File: src/rtl/io_port_hub_if.sv
`default_nettype none
// ============================================================================
// Module      : io_port_hub_if
// Description : Processor-side and external-side handshake bundle for
//               io_port_hub. The "slave" modport is the hub's view and the
//               "master" modport is the view of the logic around it.
//               IO_HUB_STATUS_EN adds the status_clr / in_udf / ou_ovf group.
// Revision    : 1.0 - initial release
// ============================================================================
interface io_port_hub_if #(
    parameter int NUBITS = 32,
    parameter int NUIOIN = 2,
    parameter int NUIOOU = 2
);
    localparam int AIW = (NUIOIN > 1) ? $clog2(NUIOIN) : 1;
    localparam int AOW = (NUIOOU > 1) ? $clog2(NUIOOU) : 1;

    // processor side
    logic                       proc_req_in;
    logic [AIW-1:0]             addr_in;
    logic signed [NUBITS-1:0]   proc_in_data;
    logic                       proc_out_en;
    logic [AOW-1:0]             addr_out;
    logic signed [NUBITS-1:0]   proc_out_data;
    logic [NUIOIN-1:0]          req_in;
    logic [NUIOOU-1:0]          out_en;

    // external side
    logic [NUIOIN*NUBITS-1:0]   ext_in_data;
    logic [NUIOIN-1:0]          ext_in_valid;
    logic [NUIOIN-1:0]          ext_in_ready;
    logic [NUIOOU*NUBITS-1:0]   ext_out_data;
    logic [NUIOOU-1:0]          ext_out_valid;
    logic [NUIOOU-1:0]          ext_out_ready;

`ifdef IO_HUB_STATUS_EN
    logic                       status_clr;
    logic [NUIOIN-1:0]          in_udf;
    logic [NUIOOU-1:0]          ou_ovf;
`endif

    modport slave (
        input  proc_req_in, addr_in, proc_out_en, addr_out, proc_out_data,
        input  ext_in_data, ext_in_valid, ext_out_ready,
        output proc_in_data, req_in, out_en,
        output ext_in_ready, ext_out_data, ext_out_valid
`ifdef IO_HUB_STATUS_EN
        , input status_clr, output in_udf, ou_ovf
`endif
    );

    modport master (
        output proc_req_in, addr_in, proc_out_en, addr_out, proc_out_data,
        output ext_in_data, ext_in_valid, ext_out_ready,
        input  proc_in_data, req_in, out_en,
        input  ext_in_ready, ext_out_data, ext_out_valid
`ifdef IO_HUB_STATUS_EN
        , output status_clr, input in_udf, ou_ovf
`endif
    );
endinterface
`default_nettype wire

File: src/rtl/io_port_hub.sv
`default_nettype none
// ============================================================================
// Module      : io_port_hub
// Description : Buffered I/O front end for the proc_fx soft processor.
//               Each input channel owns a FIFO filled by a valid/ready
//               producer and popped by processor reads; each output channel
//               owns a FIFO filled by processor writes and drained by a
//               valid/ready consumer. Read data and strobes are registered
//               (one-cycle latency).
//               Optional macro IO_HUB_STATUS_EN adds sticky underflow /
//               overflow flags with a synchronous clear.
// Revision    : 1.0 - initial release
// ============================================================================
module io_port_hub #(
    parameter int NUBITS = 32,
    parameter int NUIOIN = 2,
    parameter int NUIOOU = 2,
    parameter int FDEPTH = 4
) (
    input  logic         clk,
    input  logic         rst,
    io_port_hub_if.slave bus
);
    localparam int AIW     = (NUIOIN > 1) ? $clog2(NUIOIN) : 1;
    localparam int AOW     = (NUIOOU > 1) ? $clog2(NUIOOU) : 1;
    localparam int c_ptr_w = $clog2(FDEPTH);
    localparam logic [c_ptr_w:0] c_full = (c_ptr_w + 1)'(FDEPTH);

    // input-side channel status
    logic [NUIOIN-1:0]        w_rd_sel;
    logic [NUIOIN-1:0]        w_in_empty;
    logic [NUIOIN-1:0]        w_in_full;
    logic [NUIOIN-1:0]        w_in_pop;
    logic [NUIOIN-1:0]        w_in_udf;
    logic [NUBITS-1:0]        w_in_head [NUIOIN];
    logic [NUBITS-1:0]        w_rd_data;

    // output-side channel status
    logic [NUIOOU-1:0]        w_wr_sel;
    logic [NUIOOU-1:0]        w_out_full;
    logic [NUIOOU-1:0]        w_out_valid;
    logic [NUIOOU-1:0]        w_out_ovf;
    logic [NUIOOU*NUBITS-1:0] w_out_data;

    // registered processor-facing outputs
    logic [NUIOIN-1:0]        r_req_in;
    logic [NUIOOU-1:0]        r_out_en;
    logic [NUBITS-1:0]        r_proc_in_data;

    // ------------------------------------------------------------------------
    // Input channels: producer pushes, processor pops
    // ------------------------------------------------------------------------
    for (genvar k = 0; k < NUIOIN; k++) begin : g_in_ch
        logic [NUBITS-1:0]  r_mem [FDEPTH];
        logic [c_ptr_w-1:0] r_wr_ptr;
        logic [c_ptr_w-1:0] r_rd_ptr;
        logic [c_ptr_w:0]   r_cnt;
        logic               w_push;

        // Ready depends on occupancy alone, so a full FIFO refuses a push
        // even when the processor pops it in the same cycle.
        assign w_in_full[k]  = (r_cnt == c_full);
        assign w_in_empty[k] = (r_cnt == '0);
        assign w_push        = bus.ext_in_valid[k] & ~w_in_full[k];
        assign w_rd_sel[k]   = bus.proc_req_in & (bus.addr_in == AIW'(k));
        // No bypass: a read of an empty FIFO underflows even if a word
        // arrives in the same cycle.
        assign w_in_pop[k]   = w_rd_sel[k] & ~w_in_empty[k];
        assign w_in_udf[k]   = w_rd_sel[k] & w_in_empty[k];
        assign w_in_head[k]  = r_mem[r_rd_ptr];

        // storage write; contents need no reset since the count gates use
        always_ff @(posedge clk) begin
            if (w_push) begin
                r_mem[r_wr_ptr] <= bus.ext_in_data[k*NUBITS +: NUBITS];
            end
        end

        // pointers wrap naturally at the power-of-two depth
        always_ff @(posedge clk or posedge rst) begin
            if (rst) begin
                r_wr_ptr <= '0;
                r_rd_ptr <= '0;
                r_cnt    <= '0;
            end else begin
                if (w_push) begin
                    r_wr_ptr <= r_wr_ptr + 1'b1;
                end
                if (w_in_pop[k]) begin
                    r_rd_ptr <= r_rd_ptr + 1'b1;
                end
                case ({w_push, w_in_pop[k]})
                    2'b10:   r_cnt <= r_cnt + 1'b1;
                    2'b01:   r_cnt <= r_cnt - 1'b1;
                    default: r_cnt <= r_cnt;
                endcase
            end
        end
    end

    // ------------------------------------------------------------------------
    // Output channels: processor pushes, consumer pops
    // ------------------------------------------------------------------------
    for (genvar j = 0; j < NUIOOU; j++) begin : g_out_ch
        logic [NUBITS-1:0]  r_mem [FDEPTH];
        logic [c_ptr_w-1:0] r_wr_ptr;
        logic [c_ptr_w-1:0] r_rd_ptr;
        logic [c_ptr_w:0]   r_cnt;
        logic               w_push;
        logic               w_pop;

        assign w_out_full[j]  = (r_cnt == c_full);
        assign w_out_valid[j] = (r_cnt != '0);
        assign w_wr_sel[j]    = bus.proc_out_en & (bus.addr_out == AOW'(j));
        // A full FIFO drops the word; a same-cycle drain does not make room.
        assign w_push         = w_wr_sel[j] & ~w_out_full[j];
        assign w_out_ovf[j]   = w_wr_sel[j] & w_out_full[j];
        assign w_pop          = w_out_valid[j] & bus.ext_out_ready[j];
        // Head is forced to zero while empty so stale storage never shows.
        assign w_out_data[j*NUBITS +: NUBITS] =
            w_out_valid[j] ? r_mem[r_rd_ptr] : '0;

        // storage write from the processor data bus
        always_ff @(posedge clk) begin
            if (w_push) begin
                r_mem[r_wr_ptr] <= bus.proc_out_data;
            end
        end

        // pointers and occupancy
        always_ff @(posedge clk or posedge rst) begin
            if (rst) begin
                r_wr_ptr <= '0;
                r_rd_ptr <= '0;
                r_cnt    <= '0;
            end else begin
                if (w_push) begin
                    r_wr_ptr <= r_wr_ptr + 1'b1;
                end
                if (w_pop) begin
                    r_rd_ptr <= r_rd_ptr + 1'b1;
                end
                case ({w_push, w_pop})
                    2'b10:   r_cnt <= r_cnt + 1'b1;
                    2'b01:   r_cnt <= r_cnt - 1'b1;
                    default: r_cnt <= r_cnt;
                endcase
            end
        end
    end

    // Select the head of the channel being popped; at most one bit is set.
    always_comb begin
        w_rd_data = '0;
        for (int k = 0; k < NUIOIN; k++) begin
            if (w_in_pop[k]) begin
                w_rd_data = w_rd_data | w_in_head[k];
            end
        end
    end

    // Registered strobes and read data; out-of-range addresses leave all zero.
    always_ff @(posedge clk or posedge rst) begin
        if (rst) begin
            r_req_in       <= '0;
            r_out_en       <= '0;
            r_proc_in_data <= '0;
        end else begin
            r_req_in <= w_rd_sel;
            r_out_en <= w_wr_sel;
            if (|w_in_pop) begin
                r_proc_in_data <= w_rd_data;
            end
        end
    end

    assign bus.req_in        = r_req_in;
    assign bus.out_en        = r_out_en;
    assign bus.proc_in_data  = r_proc_in_data;
    assign bus.ext_in_ready  = ~w_in_full;
    assign bus.ext_out_valid = w_out_valid;
    assign bus.ext_out_data  = w_out_data;

`ifdef IO_HUB_STATUS_EN
    logic [NUIOIN-1:0] r_in_udf;
    logic [NUIOOU-1:0] r_ou_ovf;

    // Sticky event flags; a new event wins over a same-cycle clear.
    always_ff @(posedge clk or posedge rst) begin
        if (rst) begin
            r_in_udf <= '0;
            r_ou_ovf <= '0;
        end else begin
            r_in_udf <= w_in_udf | (bus.status_clr ? '0 : r_in_udf);
            r_ou_ovf <= w_out_ovf | (bus.status_clr ? '0 : r_ou_ovf);
        end
    end

    assign bus.in_udf = r_in_udf;
    assign bus.ou_ovf = r_ou_ovf;
`else
    // Event vectors have no consumer when status reporting is compiled out.
    logic w_unused;
    assign w_unused = ^{w_in_udf, w_out_ovf};
`endif

endmodule
`default_nettype wire

File: src/flat_wrapper.sv
// flat-port wrapper written by rule: the top's interface ports become plain ports
module io_port_hub_flat 
#(
    parameter int NUBITS = 32,
    parameter int NUIOIN = 2,
    parameter int NUIOOU = 2,
    parameter int FDEPTH = 4
)
  (clk, rst, bus_proc_req_in, bus_addr_in, bus_proc_out_en, bus_addr_out, bus_proc_out_data, bus_ext_in_data, bus_ext_in_valid, bus_ext_out_ready, bus_proc_in_data, bus_req_in, bus_out_en, bus_ext_in_ready, bus_ext_out_data, bus_ext_out_valid);
  io_port_hub_if #(.NUBITS(NUBITS), .NUIOIN(NUIOIN), .NUIOOU(NUIOOU)) bus_i ();
  input  logic clk;
  input  logic rst;
  input wire logic [$bits(bus_i.proc_req_in)-1:0] bus_proc_req_in;
  input wire logic [$bits(bus_i.addr_in)-1:0] bus_addr_in;
  input wire logic [$bits(bus_i.proc_out_en)-1:0] bus_proc_out_en;
  input wire logic [$bits(bus_i.addr_out)-1:0] bus_addr_out;
  input wire logic [$bits(bus_i.proc_out_data)-1:0] bus_proc_out_data;
  input wire logic [$bits(bus_i.ext_in_data)-1:0] bus_ext_in_data;
  input wire logic [$bits(bus_i.ext_in_valid)-1:0] bus_ext_in_valid;
  input wire logic [$bits(bus_i.ext_out_ready)-1:0] bus_ext_out_ready;
  output wire logic [$bits(bus_i.proc_in_data)-1:0] bus_proc_in_data;
  output wire logic [$bits(bus_i.req_in)-1:0] bus_req_in;
  output wire logic [$bits(bus_i.out_en)-1:0] bus_out_en;
  output wire logic [$bits(bus_i.ext_in_ready)-1:0] bus_ext_in_ready;
  output wire logic [$bits(bus_i.ext_out_data)-1:0] bus_ext_out_data;
  output wire logic [$bits(bus_i.ext_out_valid)-1:0] bus_ext_out_valid;
  assign bus_i.proc_req_in = bus_proc_req_in;
  assign bus_i.addr_in = bus_addr_in;
  assign bus_i.proc_out_en = bus_proc_out_en;
  assign bus_i.addr_out = bus_addr_out;
  assign bus_i.proc_out_data = bus_proc_out_data;
  assign bus_i.ext_in_data = bus_ext_in_data;
  assign bus_i.ext_in_valid = bus_ext_in_valid;
  assign bus_i.ext_out_ready = bus_ext_out_ready;
  assign bus_proc_in_data = bus_i.proc_in_data;
  assign bus_req_in = bus_i.req_in;
  assign bus_out_en = bus_i.out_en;
  assign bus_ext_in_ready = bus_i.ext_in_ready;
  assign bus_ext_out_data = bus_i.ext_out_data;
  assign bus_ext_out_valid = bus_i.ext_out_valid;
  io_port_hub #(.NUBITS(NUBITS), .NUIOIN(NUIOIN), .NUIOOU(NUIOOU), .FDEPTH(FDEPTH)) u_core (.clk(clk), .rst(rst), .bus(bus_i));
endmodule
File: config.mk
export PLATFORM = sky130hd
export DESIGN_NAME = io_port_hub_flat
export DESIGN_NICKNAME = d
export VERILOG_FILES = /design/src/rtl/io_port_hub_if.sv /design/src/rtl/io_port_hub.sv /design/src/flat_wrapper.sv
export SDC_FILE = /design/constraint.sdc
export NUM_CORES = 1
export LEC_CHECK = 0
export ABC_AREA = 0
export CAP_MARGIN = 20
export CORE_MARGIN = 2
export CORE_UTILIZATION = 48
export DETAILED_ROUTE_END_ITERATION = 8
export GPL_TIMING_DRIVEN = 1
export HOLD_SLACK_MARGIN = 0.05
export PLACE_DENSITY = 0.78
export SLEW_MARGIN = 20
export SYNTH_ARGS = -nofsm -noshare
export SYNTH_HDL_FRONTEND = slang
export SYNTH_SLANG_ARGS = --single-unit
File: constraint.sdc
create_clock -name clk -period 2.2 [get_ports clk]
set_input_delay 0.33 -clock clk [delete_from_list [all_inputs] [get_ports clk]]
set_output_delay 0.33 -clock clk [all_outputs]
set_load 0.02 [all_outputs]
==> results of run 1 <==
[Yosys cell counts (4+ instances only)]
library cell and count:
sky130_fd_sc_hd__edfxtp_1 512, sky130_fd_sc_hd__mux4_2 124, sky130_fd_sc_hd__and2_1 78, sky130_fd_sc_hd__dfrtp_1 64, sky130_fd_sc_hd__and3_1 40, sky130_fd_sc_hd__a221o_1 32, sky130_fd_sc_hd__clkbuf_1 30, sky130_fd_sc_hd__inv_1 26
sky130_fd_sc_hd__ha_1 20, sky130_fd_sc_hd__buf_2 16, sky130_fd_sc_hd__xnor2_1 12, sky130_fd_sc_hd__xor2_1 12, sky130_fd_sc_hd__nor2_1 5, sky130_fd_sc_hd__fa_1 4, sky130_fd_sc_hd__mux2_2 4, sky130_fd_sc_hd__mux2i_1 4
sky130_fd_sc_hd__mux4_1 4
[stage by stage]
stage | setup TNS, ns | utilization, %
after global placement | -1.848 | 56.37
after floorplan | 0 | -
after global routing | -19.59 | 61.92
final | -14.65 | 61.92
after CTS | -16.42 | 61.52
after detailed placement | -5.935 | 56.37
[layer usage]
layer,vias up,part of all wire [%]
met5,-,0.14
met4,10,2.1
met3,78,7.9
met2,460,51
met1,5725,38
li1,4736,-
[how the worst max path moves through the flow]
stage | startpoint | to | slack, ns
detailed placement | bus_proc_out_en | u_core.g_out_ch[0].r_cnt[2]$_DFFE_PP0P_ | -0.13
CTS | u_core.g_out_ch[1].r_rd_ptr[0]$_DFFE_PP0P_ | bus_ext_out_data[50] | -0.32
finish | u_core.g_out_ch[0].r_rd_ptr[0]$_DFFE_PP0P_ | bus_ext_out_data[24] | -0.29
global placement | bus_proc_out_en | u_core.g_out_ch[0].r_cnt[2]$_DFFE_PP0P_ | -0.06
floorplan | u_core.g_in_ch[1].r_cnt[0]$_DFFE_PP0P_ | u_core.g_in_ch[1].r_cnt[2]$_DFFE_PP0P_ | 0.05
global route | u_core.g_out_ch[0].r_rd_ptr[0]$_DFFE_PP0P_ | bus_ext_out_data[24] | -0.38
[what timing repair did]
| action | 4_1_cts | 5_1_grt |
|---|---|---|
| hold buffers | 1 | 0 |
| setup endpoints to repair | 69 | 99 |
| buffers inserted | 10 | 12 |
| cloned | 4 | 1 |
| resized for setup | 476 | 26 |
| hold endpoints to repair | 7 | 0 |
| pin swaps | 37 | 8 |
[layout make-up]
cell class                      count  area [um^2]  share of cell area (%)
Antenna cell                        1        2.502                0.008905
Sequential cell                   576        16980                   60.43
Clock inverter                     26        336.6                   1.198
Clock buffer                       75         1524                   5.423
Timing Repair Buffer              309         3452                   12.28
Multi-Input combinational cell    356         4954                   17.63
Inverter                           26        100.1                  0.3562
Tap cell                          600        750.7                   2.671
[sequential cells by signal, indices dropped and copies added, names as in the netlist]
register,cells
u_core.g_in_ch.r_rd_ptr,4
u_core.g_out_ch.r_mem,256
u_core.g_out_ch.r_cnt,6
u_core.bus.req_in,2
u_core.g_in_ch.r_mem,256
u_core.g_out_ch.r_rd_ptr,4
u_core.g_in_ch.r_cnt,6
u_core.bus.out_en,2
u_core.bus.proc_in_data,32
u_core.g_out_ch.r_wr_ptr,4
u_core.g_in_ch.r_wr_ptr,4
[report_power, final]
group | internal, W | total, W | leakage (nW) | switching, W
registers | 0.0141 | 0.0150 | 5.43 | 0.000909
logic | 0.00803 | 0.0149 | 3.60 | 0.00688
clock network | 0.00578 | 0.00966 | 0.898 | 0.00388
total | 0.0279 | 0.0396 | 9.93 | 0.0117
[worst register-to-register path: stages (launching register included)]
cell                      delay, ns
sky130_fd_sc_hd__dfrtp_1       0.38
sky130_fd_sc_hd__or3b_4        0.41
sky130_fd_sc_hd__and2_4        0.18
sky130_fd_sc_hd__inv_4         0.06
sky130_fd_sc_hd__ha_4          0.13
sky130_fd_sc_hd__inv_2         0.04
sky130_fd_sc_hd__fa_2          0.39
sky130_fd_sc_hd__xor2_1        0.15
sky130_fd_sc_hd__nor2_1        0.14
sky130_fd_sc_hd__xor2_1        0.19
[cell families (layout without fill, tap and decap cells)]
| kind of cell | after synthesis | after routing | synth area share [%] |
|---|---|---|---|
| xor+xnor | 24 | 24 | 0.9525 |
| buf+inv | 80 | 436 | 1.758 |
| simple gates | 135 | 135 | 3.753 |
| mux | 136 | 136 | 13.52 |
| compound gates | 36 | 37 | 1.599 |
| fa+ha+maj | 24 | 24 | 1.497 |
| flops | 576 | 576 | 76.92 |
| other cells | 0 | 1 | 0 |
==> flow_metrics.py, run 1 <==
metrics = {
    "status": {
        "status": "finished, violations left",
        "failed_checks": "negative setup slack",
    },
    "floorplan": {
        "core_um2": 45380,
        "floorplan.die.height_um": 218.4,
        "die_w_um": 218.4,
        "die_area_um2": 47710,
        "top_level_ports": 210,
        "row_count": 78,
        "floorplan.initialDensity_pct": 48.63,
    },
    "worst_setup_path": {
        "cp_data_arrival_time_ns": 2.16,
        "cp-start-kind": "register",
        "flop_to_flop_setup_slack_ns": 0.05,
        "worst_r2r_startpoint": "u_core.g_in_ch[0].r_cnt[0]$_DFFE_PP0P_",
        "max_stage_delay_ns": 0.43,
        "wp_data_required_ns": 1.87,
        "critical_path.endpoint_type": "primary output",
        "criticalPathCategory": "register to primary output",
        "critical_path_cell_count": 7,
        "critPathMaxFanout": 2,
        "crit-reg2reg-capture": "u_core.g_in_ch[0].r_cnt[2]$_DFFE_PP0P_",
        "timing.critical_path.mode_cell": "sky130_fd_sc_hd__buf_6",
        "worstPathBufferInverterCount": 5,
        "critical_path.top_delay_family": "buffers and inverters",
        "timing.critical_path.cells": "buf_6 > buf_12 > buf_6 > buf_6 > mux4_2 > and2_4 > buf_6",
        "slowest_library_cell_on_the_worst_path": "sky130_fd_sc_hd__dfrtp_2",
        "reg2reg_depth": 9,
    },
    "pwr": {
        "p_leak_nw": 9.934,
        "power_w": 0.03958,
        "p_per_area_nw_per_um2": 1408,
        "vdd.ir_drop.worst_mv": 1.210,
    },
    "final_layout": {
        "stdcell_count": 1969,
        "area_growth_syn_to_layout_pct": 27.34,
        "num-nets-final": 1454,
        "final_layout_size_suffix_gt1_share_pct": 34.50,
        "finish.instance_area_um2": 28100,
        "final_cell_mix": "sky130_fd_sc_hd__edfxtp_1, sky130_fd_sc_hd__clkdlybuf4s50_1, sky130_fd_sc_hd__mux4_2, sky130_fd_sc_hd__buf_6, sky130_fd_sc_hd__and2_4",
        "fillers": 2980,
        "mostFrequentLayoutCell": "sky130_fd_sc_hd__edfxtp_1",
    },
    "routing": {
        "antenna_violating_nets_post_route": 0,
        "route.detailed.wl_per_inst_um": 23.95,
        "drt_first_pass_iters": 6,
        "dr_total_vias": 11009,
        "drc_errors": 0,
        "via_per_inst": 5.591,
        "finalWirelength_um": 47170,
        "drt_first_iter_violations": 950,
    },
    "worst_hold_path": {
        "min_delay_path_depth": 1,
        "timing.hold.worst_endpoint": "u_core.g_in_ch[1].r_mem[1][4]$_DFFE_PP_",
        "worstHoldPathType": "input pin to register",
        "min_from": "bus_ext_in_data[36]",
    },
    "job": {
        "max_cap_violations": 0,
    },
    "sta": {
        "hold_violations": 0,
        "finalCriticalPeriod_ns": 2.492,
        "achievable-frequency_mhz": 401.2,
        "grt_setup_unrepaired": "yes",
        "worst_hold_slack_ns": 0.3633,
        "final.setup_skew_ns": 0.01727,
        "final_min_period_over_clock_period_pct": 113.3,
        "fin_ws_ns": -0.2924,
        "final_max_slew_viol_count": 0,
        "tightestPinTransition_ns": 0.6996,
        "finalSetupViolations": 64,
        "max_slew_margin_pct": 53.26,
    },
    "global_route": {
        "antenna_found_initial": 6,
        "largest_net_degree_at_the_start_of_global_routing": 35,
        "top_usage_layer": "met2",
        "grt.met1_usage_pct": 25.57,
        "grt_usage_pct": 19.91,
        "global_route_wire_length_before_repair_um": 70330,
        "gr-usage-met3_pct": 5.344,
        "met2_usage_pct": 34.08,
        "grt_remaining_overflow": 0,
        "vias_in_the_first_global_route": 11455,
    },
    "synth": {
        "netlist.top_cell.by_area": "sky130_fd_sc_hd__edfxtp_1",
        "ys_seq_area_share_pct": 76.92,
        "syn_area_per_cell_um2": 21.83,
        "ys.warnings.count": 0,
        "synth.top_cell.area_share_pct": 69.67,
        "synth_edf_count": 512,
        "mappedNetlistNets": 1141,
        "synthCells": 1011,
        "ys_async_sr_fraction_pct": 11.11,
        "netlist_top_cells_area": "sky130_fd_sc_hd__edfxtp_1, sky130_fd_sc_hd__mux4_2, sky130_fd_sc_hd__dfrtp_1",
        "ys_ff_latch": 576,
        "yosys.cell_types.count": 30,
        "netlist_area_um2": 22070,
        "dominantRegCellSynth": "sky130_fd_sc_hd__edfxtp_1",
    },
    "placement": {
        "port_buffers": 209,
        "preCtsSetupSlack_ns": -0.1339,
        "place_inst": 1841,
        "detailed_placement_hpwl_um": 28440,
        "gpl.final_weighted_congestion": 0.7395,
        "placed_cell_area_um2": 25580,
    },
    "clock_tree": {
        "cts.sink_count": 576,
        "cts-root-to-sink-buffers": 3,
        "ctsHtreeMaxLevel": 2,
        "clkSlewWorstSetupHoldPaths_ns": 0.06,
        "root_buffer": "sky130_fd_sc_hd__clkbuf_16",
        "clk_latency_ns": 0.59,
        "tritoncts_buffers": 55,
        "tritoncts": "done",
    },
}
(Power assumes the default switching activity.)
==> run 2: changes to the inputs <==
--- a/config.mk
+++ b/config.mk
@@ -9,6 +9,7 @@
 export CAP_MARGIN = 20
 export CORE_MARGIN = 2
 export CORE_UTILIZATION = 48
+export CTS_CLUSTER_DIAMETER = 200
 export DETAILED_ROUTE_END_ITERATION = 8
 export GPL_TIMING_DRIVEN = 1
 export HOLD_SLACK_MARGIN = 0.05
==> results of run 2 <==
Same layout as run 1: the final DEF is identical, and so are final timing and power.
==> variant (config.mk and constraints of run 1) <==
`NUIOIN` is set to 2 in 3 places; all go to 4.
--- a/src/rtl/io_port_hub_if.sv
+++ b/src/rtl/io_port_hub_if.sv
@@ -9,7 +9,7 @@
 // ============================================================================
 interface io_port_hub_if #(
     parameter int NUBITS = 32,
-    parameter int NUIOIN = 2,
+    parameter int NUIOIN = 4,
     parameter int NUIOOU = 2
 );
     localparam int AIW = (NUIOIN > 1) ? $clog2(NUIOIN) : 1;
--- a/src/rtl/io_port_hub.sv
+++ b/src/rtl/io_port_hub.sv
@@ -13,7 +13,7 @@
 // ============================================================================
 module io_port_hub #(
     parameter int NUBITS = 32,
-    parameter int NUIOIN = 2,
+    parameter int NUIOIN = 4,
     parameter int NUIOOU = 2,
     parameter int FDEPTH = 4
 ) (
--- a/src/flat_wrapper.sv
+++ b/src/flat_wrapper.sv
@@ -2,7 +2,7 @@
 module io_port_hub_flat 
 #(
     parameter int NUBITS = 32,
-    parameter int NUIOIN = 2,
+    parameter int NUIOIN = 4,
     parameter int NUIOOU = 2,
     parameter int FDEPTH = 4
 )
Interface: changed (5 resized); port bits go from 210 to 281. No check against the original RTL was run, so the function may have changed too.
==> variant against run 1 <==
- the run still ends with negative setup slack left
- sequential cell count rose by 272
- worst setup slack got worse by 3.6 ps
- synthesized cell count rose by 45%
- maximum frequency fell by 0.15%
- routed wire length rose by 53%
- sequential share of layout area rose by 1.7 points
- design area rose by 44%
- clock skew rose by 27 ps
- synthesized area rose by 48%
- power rose by 37%
- non-clock buffer count rose by 71
==> variant: results (changes against run 1) <==
pwr:
  pwr-share-clk_pct: 25.9  # was 24.4%
  p_seq_share_pct: 40.9  # was 37.9%
  p_switching_uw: 16200  # was 11700 uW
synthesis:
  synthCells: 1461  # was 1011
  synth_compound_area_share_pct: 2.78  # was 1.60%
  synth_common_cells: "edfxtp_1, mux4_2, dfrtp_1"  # was edfxtp_1, mux4_2, and2_1
  synth_adder_area_share_pct: 1.51  # was 1.50%
  synth_edf_count: 768  # was 512
  synth_xor_area_share_pct: 0.963  # was 0.952%
final_layout:
  stdcell_count: 2803  # was 1969
  nNetsFinal: 2064  # was 1454
clock_network:
  clkLatencyLatePin_ps: 630  # was 590 ps
min_path:
  hp-start: "bus_addr_out"  # was bus_ext_in_data[36]
  whs_path_depth: 2  # was 1
  holdPathEnd: "u_core.bus.out_en[0]"  # was u_core.g_in_ch[1].r_mem[1][4]
place:
  io_buffers: 280  # was 209
run_status:
  violations: "negative setup slack"  # unchanged
  status: "complete, but fails checks"  # unchanged
timing:
  skew_ps: 44.4  # was 17.3 ps
  layout_setup_ws_ps: -296  # was -292 ps
  finalSetupViolCount: 64  # unchanged
grt:
  grt_util_all_layers_pct: 20.5  # was 19.9%
  grt_use_met2_pct: 34.6  # was 34.1%
  grt_pass1_vias: 16800  # was 11500
  grtUsageMet3_pct: 5.62  # was 5.34%
detailed_routing:
  totalWireLength_um: 72000  # was 47200 um
setup_path:
  r2r-start: "u_core.g_in_ch[0].r_cnt[1]"  # was u_core.g_in_ch[0].r_cnt[0]
## variant: cell types whose count changed after synthesis, moves of 10 or more
cell,run 1,this run
dfrtp_1,64,80
a221o_1,32,0
mux4_2,124,169
edfxtp_1,512,768
ha_1,20,30
a22o_1,0,64
mux4_1,4,23
and3_1,40,17
buf_6,1,15
inv_1,26,38
a211o_1,0,32
## variant: area by class of cell
type | count | area, um2
fillers | 4465 | 27000
flip-flops and latches | 848 | 25100
multi-input cells | 502 | 7120
repair buffers | 380 | 4180
clock buffers | 115 | 2310
well taps | 873 | 1090
clock inverters | 42 | 428
inverters | 38 | 146
diodes | 5 | 12.5
## variant: worst register-to-register path, cell delays in order (launching register included)
cell and delay (ps):
dfrtp_1 390, inv_2 100, nand3_4 120, and2_1 220
inv_2 90, ha_1 170, inv_1 50, fa_1 370
xor2_1 150, nor2_1 120, xor2_1 180
